<file path="src/rtl/adder_arbiter.sv">
// adder_arbiter: round-robin sharing of one external adder among N_REQ requesters
module adder_arbiter #(
  parameter int N_REQ = 4,
  parameter int WIDTH = 32,
  parameter int ID_W  = 2
) (
  input  logic                   clk,
  input  logic                   rst,
  input  logic [N_REQ-1:0]       req,
  input  logic [N_REQ*WIDTH-1:0] a_in,
  input  logic [N_REQ*WIDTH-1:0] b_in,
  output logic [N_REQ-1:0]       gnt,
  output logic [WIDTH-1:0]       add_a,
  output logic [WIDTH-1:0]       add_b,
  input  logic [WIDTH-1:0]       add_result,
  output logic [WIDTH-1:0]       result,
  output logic                   result_valid,
  output logic [ID_W-1:0]        result_id,
  output logic                   busy
);
  typedef enum logic {IDLE, BUSY} state_t;
  state_t state_q, state_d;
  logic [ID_W-1:0] ptr_q, ptr_d, id_q, id_d, rid_q, rid_d, win;
  logic [WIDTH-1:0] opa_q, opa_d, opb_q, opb_d, res_q, res_d;
  logic vld_q, vld_d, take, found;
  // Search upward from ptr; index arithmetic wraps naturally since N_REQ is 2**ID_W
  always_comb begin
    win = ptr_q;
    found = 1'b0;
    for (int k = 0; k < N_REQ; k++) begin
      if (!found && req[ptr_q + ID_W'(k)]) begin
        win = ptr_q + ID_W'(k);
        found = 1'b1;
      end
    end
  end
  assign take = state_q == IDLE && |req;
  assign busy = state_q == BUSY;
  assign gnt = (!rst && take) ? N_REQ'(1) << win : '0;
  always_comb begin
    state_d = take ? BUSY : busy ? IDLE : state_q;
    opa_d = take ? a_in[win*WIDTH +: WIDTH] : opa_q;
    opb_d = take ? b_in[win*WIDTH +: WIDTH] : opb_q;
    id_d = take ? win : id_q;
    res_d = busy ? add_result : res_q;
    rid_d = busy ? id_q : rid_q;
    ptr_d = busy ? id_q + ID_W'(1) : ptr_q;
    vld_d = busy;
  end
  always_ff @(posedge clk) begin
    if (rst) begin
      state_q <= IDLE;
      ptr_q <= '0;
      id_q <= '0;
      rid_q <= '0;
      opa_q <= '0;
      opb_q <= '0;
      res_q <= '0;
      vld_q <= 1'b0;
    end else begin
      state_q <= state_d;
      ptr_q <= ptr_d;
      id_q <= id_d;
      rid_q <= rid_d;
      opa_q <= opa_d;
      opb_q <= opb_d;
      res_q <= res_d;
      vld_q <= vld_d;
    end
  end
  assign add_a = opa_q;
  assign add_b = opb_q;
  assign result = res_q;
  assign result_id = rid_q;
  assign result_valid = vld_q;
endmodule
</file>
<file path="config.mk">
export PLATFORM = sky130hd
export DESIGN_NAME = adder_arbiter
export DESIGN_NICKNAME = d
export VERILOG_FILES = /design/src/rtl/adder_arbiter.sv
export SDC_FILE = /design/constraint.sdc
export NUM_CORES = 1
export LEC_CHECK = 0
export ABC_CLOCK_PERIOD_IN_PS = 4400
export BUFFER_PORTS_ARGS = -buffer_cell sky130_fd_sc_hd__buf_2
export CORE_AREA = 3 3 155 157
export DETAILED_ROUTE_END_ITERATION = 7
export DIE_AREA = 0 0 158 160
export HOLD_SLACK_MARGIN = 0.12
export PLACE_DENSITY_LB_ADDON = 0.12
export SYNTH_ARGS = -nofsm -noshare
export SYNTH_HDL_FRONTEND = slang
export SYNTH_SLANG_ARGS = --single-unit
export TNS_END_PERCENT = 20
</file>
<file path="constraint.sdc">
create_clock -name clk -period 4.4 [get_ports clk]
set_input_delay 0.88 -clock clk [delete_from_list [all_inputs] [get_ports clk]]
set_output_delay 0.88 -clock clk [all_outputs]
set_load 0.03 [all_outputs]
</file>
==> metrics.md <==
| Metric | Value |
|---|---|
| Status | `completed` |
| Initial DRC Count | `399` |
| Clock sinks | `104` |
| Synth Area in Simple Gates | `17.9%` |
| Synth Area in Adders | `0%` |
| Worst slew pin tran | `~1100 ps` |
| Area Overhead vs Synth | `41.1%` |
| Vias in the first global route | `around 6800` |
| Via count | `6955` |
| Final period utilization | `71.1%` |
| DR vias/cell | `5.21` |
| Fmax | `319 MHz` |
| Pleak | `approximately 4.0 nW` |
| Synth Area in XOR/XNOR | `less than 1%` |
| Async S/R FF share, synth | `0%` |
| GRT Total Usage | `21.4%` |
| Layout cells sized above 1 | `46.1%` |
| Post-route cell area | `0.00860 mm²` |
| Crit end category | `output port` |
| Grt total ovfl | `0` |
| Complex-gate fraction of the synthesized area | `30.6%` |
| Synth top cells by count | `106 x nor2_1, 104 x dfxtp_1, 64 x a221oi_1` |
| PortBufs | `397` |
| Hold Path Class | `reg2reg` |
| Placed cells | `1316` |
| Hold_sp | `result[24]` |
| Top-count cell post-synth | `nor2_1` |
| Multiplexer area fraction after synthesis | `~11%` |
| Synth area leaders | `dfxtp_1 34%, a221oi_1 9.2%, nor2_1 6.5%, a211oi_1 5.7%, mux2i_1 5.6%` |
| Synth cell types | `48` |
| Largest net degree at the start of global routing | `75` |
| Yosys warns | `0` |
| Register bit total from synthesis | `104` |
| Finished Layout Cells | `1334` |
| Max Cap Viol | `0` |
| Chip Width | `between 150 and 200 µm` |
| VDD IR max | `about 0.18 mV` |
| Fin nets | `1336` |
| Main flop type after synthesis | `dfxtp_1` |
| Main combinational cell family by area after synthesis | `compound AO/OA/AOI/OAI gates` |
| Clock root buffer | `clkbuf_16` |
| Met1 Use GR | `27.4%` |
| Net count after synthesis | `999` |
| Final slew viol count | `0` |
| CP required | `3520 ps` |
| CTS Buf Count | `9` |
| CTS resizes | `0` |
| Worst Setup SP | `req[2]` |
| Total of fill cells in the finished design | `2393` |
| Final worst slack | `between 1000 and 1500 ps` |
| Total power | `3.11 mW` |
| Seq/Total Area, Yosys | `34.2%` |
| Endpoints failing setup | `0` |
| ANT nets after route | `0` |
| Setup slack at placement | `roughly 1300 ps` |
| Crit Path Category | `in2out` |
| HPWL Detailed | `20900 µm` |
| Dominant cell type by area after synthesis | `dfxtp_1` |
| Final Hold Fails | `0` |
| # IOs | `398` |
| First-pass GRT wire length | `~42000 µm` |
| Syn Area/Cell | `around 8.6 µm²` |
| Placed Area | `0.00829 mm²` |
| FP Rows | `55` |
| Routed wire length | `approximately 29000 µm` |
| Slew margin rel. | `between 20% and 30%` |
| FF+latch area | `0.00208 mm²` |
| Post-CTS setup buffer count | `0` |
| Setup TNS | `0 ps` |
| Critical-path maximum fanout | `15` |
| RD Place Congestion | `0.795` |
| CTS tree | `yes` |
| Post-synth EDFFs | `0` |
| Met3 usage | `5.23%` |
| Clk_skew | `approximately 7 ps` |
| DRC | `0` |
| Post-Syn Area | `0.00610 mm²` |
| Cells after Synth | `705` |
| Synth top area share | `34.2%` |
| CP startpoint kind | `input pin` |
| H-tree levels | `3` |
| CP Data Arrival Time | `approximately 2300 ps` |
| DR WL/cell | `21.6 µm` |
| Clock-pin transition on the worst setup and hold timing paths | `around 80 ps` |
| Hold_ws | `between 400 and 500 ps` |
| Met2 Use GR | `between 30% and 40%` |
| R2R Path Start | `ptr_q[0]` |
| Die footprint | `0.0253 mm²` |
| Drt first pass iters | `4` |
| Tmin final | `3130 ps` |
| Clock Path Buffers | `2` |
| Core ar. | `0.0226 mm²` |
| Area of the multi-input gates | `~0.0037 mm²` |
| Pwr Density | `around 360 mW/mm²` |
| Core Util, Final | `a little under two fifths` |
| Later-pin clock latency in the skew report | `350 ps` |
| Initial Util | `26.9%` |
| Busiest grt layer | `met2` |
| DIE HEIGHT | `around 160 µm` |
| RSZ-0062 raised after global routing | `no` |
| Initial antenna violation count | `4` |
| Hold_buf cts | `0` |
[cell families after synthesis]
| logic type | count (synthesis) |
|---|---|
| multiplexers | 62 |
| flip-flops | 104 |
| XOR/XNOR | 1 |
| AO/OA/AOI/OAI | 224 |
| AND/OR/NAND/NOR | 223 |
| buffers and inverters | 91 |
[path summary, 6_finish.rpt]
path / end / slack, ps / cells after the start
worst max-delay path: gnt[0] / 1270 / 6
worst max register to register: add_b[17] / 1730 / 6
worst min register to register: result[24] / 500 / 2
worst min-delay path: result[24] / 500 / 2
[layout make-up]
cell class | instances | share of cell area [%]
clock buffers | 9 | 2.62
diodes | 2 | 0.0582
flip-flops and latches | 104 | 24.2
well taps | 285 | 4.14
clock inverters | 7 | 1.00
repair buffers | 414 | 24.8
multi-input cells | 510 | 43.1
inverters | 3 | 0.131
[flip-flops by register name (all words and copies together) (netlist names)]
signal and cells:
result_id 2, busy 1, id_q 2, result_valid 1, add_a 32, result 32, add_b 32, ptr_q 2
[power breakdown]
part	internal, mW	switching, mW
clock network	0.457	0.426
logic	0.420	0.712
registers	1.04	0.0579
total	1.92	1.20
[cells in the final DEF, fill, tap and decap left out, types with 2 or more instances in the layout]
master	n
buf_2	396
nor2_1	106
dfxtp_1	103
a221oi_1	64
nand3_1	55
a211oi_1	46
nand4_1	38
o31ai_1	37
a21o_1	37
mux2i_1	34
a211oi_2	19
buf_4	17
mux2_2	15
mux2_1	13
clkbuf_16	9
nor2b_1	4
a21oi_1	4
nand2_1	4
and2_1	4
inv_8	3
diode_2	2
inv_1	2
nand2b_1	2
o21ai_4	2
o21ai_1	2
a21boi_4	2
[per-layer routing]
layer / vias up / wire length [µm]
met2: 283 / 14100
met3: 33 / 2180
met4: 4 / 396
li1: 3385 / -
met5: - / 27
met1: 3250 / 12100
[worst max-delay path: stages]
cell      delay (ps)
buf_2            180
nand2b_1         200
a21oi_1          140
o21ai_4          460
and2_1           190
buf_2            190
No activity file was read; power rests on OpenSTA's default activity.
